$ cat config.mk
export PLATFORM = sky130hd
export DESIGN_NAME = fft_frame_sched
export DESIGN_NICKNAME = d
export VERILOG_FILES = /design/src/rtl/fft_pkg.sv /design/src/rtl/st_hold_reg.sv /design/src/rtl/fft_frame_sched.sv
export SDC_FILE = /design/constraint.sdc
export NUM_CORES = 1
export LEC_CHECK = 0
export CAP_MARGIN = 25
export CORE_MARGIN = 2
export CORE_UTILIZATION = 55
export CTS_BUF_LIST = sky130_fd_sc_hd__clkbuf_4 sky130_fd_sc_hd__clkbuf_8
export DETAILED_ROUTE_END_ITERATION = 8
export HOLD_SLACK_MARGIN = 0.03
export PLACE_DENSITY = 0.86
export SKIP_CTS_REPAIR_TIMING = 1
export SYNTH_ARGS = -nofsm -noshare
export SYNTH_HDL_FRONTEND = slang
export SYNTH_HIERARCHICAL = 1
export SYNTH_SLANG_ARGS = --single-unit
export TNS_END_PERCENT = 50
$ cat constraint.sdc
create_clock -name clk_50m -period 4.7 [get_ports clk_50m]
set_input_delay 0.94 -clock clk_50m [delete_from_list [all_inputs] [get_ports clk_50m]]
set_output_delay 0.94 -clock clk_50m [all_outputs]
set_load 0.02 [all_outputs]
$ cat src/rtl/fft_pkg.sv
// Shared definitions for the FFT frame scheduler: sequencer states and default sizing.
package fft_pkg;

    localparam int FFT_LEN_DEF = 128;
    localparam int DATA_W_DEF  = 16;
    localparam int GAP_CYC_DEF = 16;

    typedef enum logic [1:0] {
        ST_IDLE = 2'd0,
        ST_FILL = 2'd1,
        ST_GAP  = 2'd2
    } state_t;

endpackage

$ cat src/rtl/st_hold_reg.sv
// One-deep Avalon-ST hold register with sop/eop sidebands.
// A push is taken when the slot is empty or drains this cycle, otherwise it is reported as a drop.
module st_hold_reg
    import fft_pkg::*;
#(
    parameter int DATA_W = DATA_W_DEF
) (
    input  logic              clk_50m,
    input  logic              rst_n,
    input  logic              push,
    input  logic [DATA_W-1:0] push_data,
    input  logic              push_sop,
    input  logic              push_eop,
    input  logic              ready,
    output logic [DATA_W-1:0] data,
    output logic              valid,
    output logic              sop,
    output logic              eop,
    output logic              xfer,
    output logic              drop
);

    logic accept;

    assign xfer   = valid && ready;
    assign accept = push && (!valid || ready);
    assign drop   = push && valid && !ready;

    always_ff @(posedge clk_50m) begin
        if (!rst_n) begin
            data  <= '0;
            valid <= 1'b0;
            sop   <= 1'b0;
            eop   <= 1'b0;
        end else if (accept) begin
            data  <= push_data;
            valid <= 1'b1;
            sop   <= push_sop;
            eop   <= push_eop;
        end else if (xfer) begin
            // sidebands cleared with valid so they never linger unqualified
            valid <= 1'b0;
            sop   <= 1'b0;
            eop   <= 1'b0;
        end
    end

endmodule

$ cat src/rtl/fft_frame_sched.sv
// Frame sequencer feeding whole FFT_LEN-sample frames from the audio strobe into the FFT sink,
// with a guaranteed idle gap between frames and a saturating count of overflow drops.
//
// state | meaning
// IDLE  | waiting for a sample while frame_grant is high
// FILL  | frame in progress, idx counts transfers
// GAP   | post-frame idle, gap_cnt counts down to IDLE
module fft_frame_sched
    import fft_pkg::*;
#(
    parameter int FFT_LEN = FFT_LEN_DEF,
    parameter int DATA_W  = DATA_W_DEF,
    parameter int GAP_CYC = GAP_CYC_DEF
) (
    input  logic              clk_50m,
    input  logic              rst_n,
    input  logic [DATA_W-1:0] audio_data,
    input  logic              audio_valid,
    input  logic              frame_grant,
    input  logic              fft_sink_ready,
    output logic [DATA_W-1:0] fft_sink_data,
    output logic              fft_sink_valid,
    output logic              fft_sink_sop,
    output logic              fft_sink_eop,
    output logic              frame_done,
    output logic              busy,
    output logic [7:0]        drop_cnt
);

    localparam int IDX_W = $clog2(FFT_LEN);
    localparam int GAP_W = $clog2(GAP_CYC + 1);
    localparam logic [IDX_W-1:0] IDX_LAST = IDX_W'(FFT_LEN - 1);
    localparam logic [GAP_W-1:0] GAP_LOAD = GAP_W'(GAP_CYC);

    state_t           state;
    logic [IDX_W-1:0] idx;
    logic [GAP_W-1:0] gap_cnt;
    logic [IDX_W-1:0] load_idx;
    logic             push;
    logic             push_sop;
    logic             push_eop;
    logic             eop_pending;
    logic             late_drop;
    logic             drop;
    logic             h_xfer;
    logic             h_drop;

    // The untransferred sample (if any) has index idx, so a new load is idx + occupancy.
    always_comb begin
        eop_pending = fft_sink_valid && fft_sink_eop;
        load_idx    = idx + IDX_W'(fft_sink_valid);
        push        = 1'b0;
        push_sop    = 1'b0;
        push_eop    = 1'b0;
        late_drop   = 1'b0;
        case (state)
            ST_IDLE: begin
                push     = audio_valid && frame_grant;
                push_sop = 1'b1;
            end
            ST_FILL: begin
                // past the eop sample the frame is closed; a sample meeting the eop transfer is just discarded
                if (eop_pending) begin
                    late_drop = audio_valid && !fft_sink_ready;
                end else begin
                    push     = audio_valid;
                    push_eop = (load_idx == IDX_LAST);
                end
            end
            default: ;
        endcase
        drop = h_drop || late_drop;
    end

    st_hold_reg #(.DATA_W(DATA_W)) u_hold (
        .clk_50m   (clk_50m),
        .rst_n     (rst_n),
        .push      (push),
        .push_data (audio_data),
        .push_sop  (push_sop),
        .push_eop  (push_eop),
        .ready     (fft_sink_ready),
        .data      (fft_sink_data),
        .valid     (fft_sink_valid),
        .sop       (fft_sink_sop),
        .eop       (fft_sink_eop),
        .xfer      (h_xfer),
        .drop      (h_drop)
    );

    always_ff @(posedge clk_50m) begin
        if (!rst_n) begin
            state      <= ST_IDLE;
            idx        <= '0;
            gap_cnt    <= '0;
            frame_done <= 1'b0;
            busy       <= 1'b0;
            drop_cnt   <= 8'd0;
        end else begin
            frame_done <= 1'b0;
            if (drop && (drop_cnt != 8'hFF)) begin
                drop_cnt <= drop_cnt + 8'd1;
            end
            case (state)
                ST_IDLE: begin
                    if (push) begin
                        state <= ST_FILL;
                        busy  <= 1'b1;
                        idx   <= '0;
                    end
                end
                ST_FILL: begin
                    if (h_xfer) begin
                        if (fft_sink_eop) begin
                            state      <= ST_GAP;
                            busy       <= 1'b0;
                            idx        <= '0;
                            gap_cnt    <= GAP_LOAD;
                            frame_done <= 1'b1;
                        end else begin
                            idx <= idx + IDX_W'(1);
                        end
                    end
                end
                ST_GAP: begin
                    if (gap_cnt == GAP_W'(1)) begin
                        state   <= ST_IDLE;
                        gap_cnt <= '0;
                    end else begin
                        gap_cnt <= gap_cnt - GAP_W'(1);
                    end
                end
                default: begin
                    state <= ST_IDLE;
                    busy  <= 1'b0;
                end
            endcase
        end
    end

endmodule

After elaboration in Yosys (flattened, before gate mapping)
Cells that the tools add are included.
W data, S select, Z words.
{"block": "classes", "addsub": 4, "eq_ne": 9, "n_mux": 29, "bitwise_logic": 1, "n_reduce_logical": 21}
{"operator": "$mux W7", "n": 3}
{"operator": "$mux W5", "n": 3}
{"operator": "$mux W1", "n": 14}
{"operator": "$pmux W7 S2", "n": 1}
{"operator": "$pmux W5 S2", "n": 1}
{"operator": "$reduce_and A3 Y1", "n": 3}
{"operator": "$add A8 B1 Y8 const B", "n": 1}
{"operator": "$logic_and A1 B1 Y1", "n": 8}
{"operator": "$mux W2", "n": 4}
{"operator": "$ne A8 B8 Y1 const B", "n": 1}
{"operator": "$reduce_and A4 Y1", "n": 2}
{"operator": "$add A7 B1 Y7", "n": 1}
{"operator": "$add A7 B1 Y7 const B", "n": 1}
{"operator": "$eq A7 B7 Y1 const B", "n": 1}
{"operator": "$pmux W2 S3", "n": 1}
{"operator": "$reduce_bool A2 Y1", "n": 3}
{"operator": "$eq A5 B1 Y1 const B", "n": 1}
{"operator": "$sub A5 B1 Y5 const B", "n": 1}
{"operator": "$ne A2 B1 Y1 const B", "n": 2}
{"operator": "$ne A2 B2 Y1 const B", "n": 2}
{"operator": "$pmux W1 S3", "n": 1}
{"operator": "$eq A2 B1 Y1 const B", "n": 1}
{"operator": "$eq A2 B2 Y1 const B", "n": 1}
{"operator": "$logic_not A1 Y1", "n": 2}
{"operator": "4 further kinds", "n": 5}
{"block": "totals", "register_bits": 43, "wordCells": 74}

Longest topological paths before layout
{"block": "depth", "depth_word": 7, "depth_mapped": 9}

Modules after synthesis
Netlist, hierarchy kept.
{"module": "fft_frame_sched", "n_inst": 1, "cells_each": 152, "area_per_inst_um2": 1320.0, "seq_area_each_um2": 480.5}
{"module": "st_hold_reg", "n_inst": 1, "cells_each": 86, "area_per_inst_um2": 790.8, "seq_area_each_um2": 380.4}

Worst setup path after synthesis
Ideal clock, no wire load.
{"block": "synth_path", "path_type": "input port to flip-flop", "start": "input frame_grant", "end": "register drop_cnt[7]", "t_arrival_ns": 2.335, "t_required_ns": 4.628, "slack_ns": 2.294, "path_stages": 7, "n_path_buf": 1, "path_cell_list": "o21ai_0 nor3b_1 and2_1 a21oi_2 buf_6 or4_1 a21oi_1"}
{"block": "synth_via", "elab_chain_len": 6}
{"item": "start: declaration", "line_no": "fft_frame_sched.sv:19", "rtl": "input logic frame_grant,"}
{"item": "$logic_and A1 B1 Y1", "line_no": "fft_frame_sched.sv:58", "rtl": "push = audio_valid && frame_grant;"}
{"item": "$pmux W1 S2", "line_no": "fft_frame_sched.sv:56", "rtl": "case (state)"}
{"item": "named net push", "line_no": "fft_frame_sched.sv:39", "rtl": "logic push;"}
{"item": "$logic_and A1 B1 Y1 (2 in a row)", "line_no": "st_hold_reg.sv:27", "rtl": "assign drop = push && valid && !ready;"}
{"item": "named net h_drop", "line_no": "fft_frame_sched.sv:46", "rtl": "logic h_drop;"}
{"item": "$logic_or A1 B1 Y1", "line_no": "fft_frame_sched.sv:72", "rtl": "drop = h_drop || late_drop;"}
{"item": "$logic_and A1 B1 Y1", "line_no": "fft_frame_sched.sv:101", "rtl": "if (drop && (drop_cnt != 8'hFF)) begin"}
{"item": "end signal: assignment", "line_no": "fft_frame_sched.sv:102", "rtl": "drop_cnt <= drop_cnt + 8'd1;"}
{"item": "end: declaration", "line_no": "fft_frame_sched.sv:27", "rtl": "output logic [7:0] drop_cnt"}
The timed path passes the listed nets, and every way through them passes these cells.
A chain may end at the register's enable or synchronous reset.

Worst setup path after layout
{"block": "layout_path", "start": "input frame_grant", "end": "register drop_cnt[4]"}
The elaborated chain is that of the path after synthesis.

==> impl_metrics.csv <==
group,metric,value,unit
floorplanning,start_util,0.572,
clock_network,htreeDepth,2,
timing,setup_viol,0,
clock_network,cts_sinks,43,
synth,synthCells,238,
layout,fin_area,0.00270,mm^2
global_route,grt.overflow.total,0,
synth,avgSynthCellArea,8.87,um^2
synth,synthArstFlopShare,0,
clock_network,clk_pin_slew_worst_paths,0.07,ns
floorplanning,die_w,66.0,um
synth,synth_edf_count,0,
route,vias_per_cell,5.35,
synth,yosys.area_share.xor_xnor,0.0332,
synth,synthMuxAreaShare,0.105,
route,antenna_left,0,
global_route,grt_pass1_wl,7.39,mm
layout,area_delta_synth_final,28.0,%
route,via_count,1782,
global_route,grt_util_all_layers,0.226,
worst_setup_path,critPathCaptureType,"flip-flop",
global_route,first_global_vias,1650,
layout,n_fill_cell,291,
layout,drive_above_1_share,0.0632,
worst_setup_path,cp_max_fo,11,
layout,diodes,0,
route,drc,0,
run_status,status,"complete, no violations",
clock_network,cts_root_buffer,"clkbuf_8",
clock_network,cts_buffers,5,
layout,fin_nets,312,
synth,synth_top_family_by_area,"simple AND/OR/NAND/NOR gates",
route,drtIter0Drc,154,
synth,ys_ff_latch,43,
placed_design,dp_hpwl,3.06,mm
timing,clock.fmax,352,MHz
worst_setup_path,start_kind,"primary input",
worst_setup_path,required,4.92,ns
synth,synth-simple-area-share,0.248,
synth,synth_seq_area_share,0.408,
timing,slew_viol_final,0,
pwr,p_leak,0.00106,uW
layout,multi_input_area,0.00115,mm^2
timing,tns,0,ns
layout,mostFrequentLayoutCells,"53 x nand2_1, 49 x clkdlybuf4s50_1, 43 x dfxtp_1",
timing,finalCritPeriodShare,0.604,
route,post_drt_wl_per_cell,13.2,um
synth,synth_compound_area_frac,0.123,
timing,worst_slew_pin_slew,0.566,ns
clock_network,clk_latency,0.30,ns
placed_design,dp_cells,326,
timing,slew_headroom,0.622,
synth,syn-cell-area,0.00211,mm^2
floorplanning,ios,50,
synth,syn-num-nets,265,
layout,fin_util,0.732,
synth,synthAdderAreaFrac,0.0356,
clock_network,cts_tree,"done",
synth,synth_cell_types,49,
worst_setup_path,crit_type,"in2reg",
layout,fin_cells,333,
pwr,ir_worst_vdd,0.000275,V
timing,clock_skew,0.00909,ns
placed_design,io_buffers,49,
floorplanning,dieHeight,66.0,um
timing,rsz0062_at_grt,"false",
placed_design,gp_congestion,0.848,
floorplanning,rows,22,
pwr,power_density,285,mW/mm^2
placed_design,placed_area,0.00259,mm^2
timing,finalHoldViolCount,0,
synth,yosys_warnings,6,
min_path,hp-class,"reg2reg",
route,dr.pass1.iters,4,
floorplanning,die_area,0.00435,mm^2
layout,sequential_cell_area,861,um^2
layout,layout_commonest_cell,"nand2_1",
route,drt-total-wl,4.38,mm
floorplanning,design.core.area,0.00369,mm^2
global_route,grt_max_degree,52,
clock_network,clk_path_buf_depth,2,
timing,fin_crit,2.84,ns
job,max-cap-violations,0,
global_route,antenna_found_initial,0,
worst_setup_path,arrival,3.06,ns
synth,synth_ff_type,"dfxtp_1",
-- metal layers --
metal | wire, um | global-route usage | part of all wire | vias up
met3 | 343 | 0.0852 | 0.078 | 5
li1 | - | - | - | 917
met5 | 0 | 0 | 0 | -
met4 | 72 | 0.0842 | 0.016 | 0
met2 | 2060 | 0.375 | 0.47 | 54
met1 | 1900 | 0.265 | 0.43 | 806
-- power breakdown --
group          internal [uW]  switching (uW)  leakage (uW)  total, uW
sequential               377            9.75      0.000349        386
clock                    161             119     0.0000547        280
combinational           51.9            50.3      0.000658        102
-- area by class of cell --
cell class / instances / area share
clock buffers: 6 / 0.0283
flip-flops and latches: 43 / 0.319
well taps: 48 / 0.0222
clock inverters: 1 / 0.0111
repair buffers: 50 / 0.184
multi-input cells: 178 / 0.426
inverters: 7 / 0.00973
-- synth_stat cells, types with 3 or more instances --
master,instances,area [um^2]
nand2b_1,6,37.5
mux2i_1,21,210
o22ai_1,3,18.8
a21oi_1,7,35.0
nor2_1,18,67.6
xnor2_1,7,61.3
nand2_1,53,199
o21ai_0,3,15.0
clkbuf_1,4,15.0
and2_1,3,18.8
nand3_1,8,40.0
a211oi_1,5,37.5
dfxtp_1,43,861
inv_1,6,22.5
ha_1,6,75.1
-- worst max-delay path, stage by stage --
cell             delay, ns
clkdlybuf4s50_1       0.54
o21ai_0               0.10
nor3b_1               0.50
and2_1                0.23
a21oi_2               0.09
or4_1                 0.51
a21oi_1               0.15
-- path summary, 6_finish.rpt --
path	start	cells past startpoint	slack [ns]	endpoint
max	frame_grant	7	1.86	drop_cnt[4]$_SDFFE_PN0P_
min	u_hold/data[14]$_SDFFE_PN0P_	2	0.46	u_hold/data[14]$_SDFFE_PN0P_
max reg2reg	state[0]$_SDFFE_PN0P_	6	2.50	drop_cnt[4]$_SDFFE_PN0P_
min reg2reg	u_hold/data[14]$_SDFFE_PN0P_	2	0.46	u_hold/data[14]$_SDFFE_PN0P_
-- sequential cells by signal, indices dropped and copies added (netlist names) --
| signal | count |
|---|---|
| drop_cnt | 8 |
| busy | 1 |
| u_hold/sop | 1 |
| u_hold/eop | 1 |
| frame_done | 1 |
| state | 2 |
| idx | 7 |
| gap_cnt | 5 |
| u_hold/data | 16 |
| u_hold/valid | 1 |
-- through the flow --
stage | hold slack, ns | power, uW | worst slack, ns
floorplan | 0.484 | 453 | 2.29
global placement | 0.443 | 494 | 1.61
detailed placement | 0.455 | 497 | 1.56
CTS | 0.467 | 777 | 1.86
global route | 0.488 | 802 | 1.74
finish | 0.459 | 769 | 1.86
-- kinds of logic after synthesis --
group / count (synthesis)
AOI/OAI and AO/OA: 35
xor gates and xnor gates: 8
adders and majority gates: 6
buffers and inverters: 17
DFF: 43
muxes: 22
and+or+nand+nor: 107
Note: power is estimated with default switching activity, not from simulation.
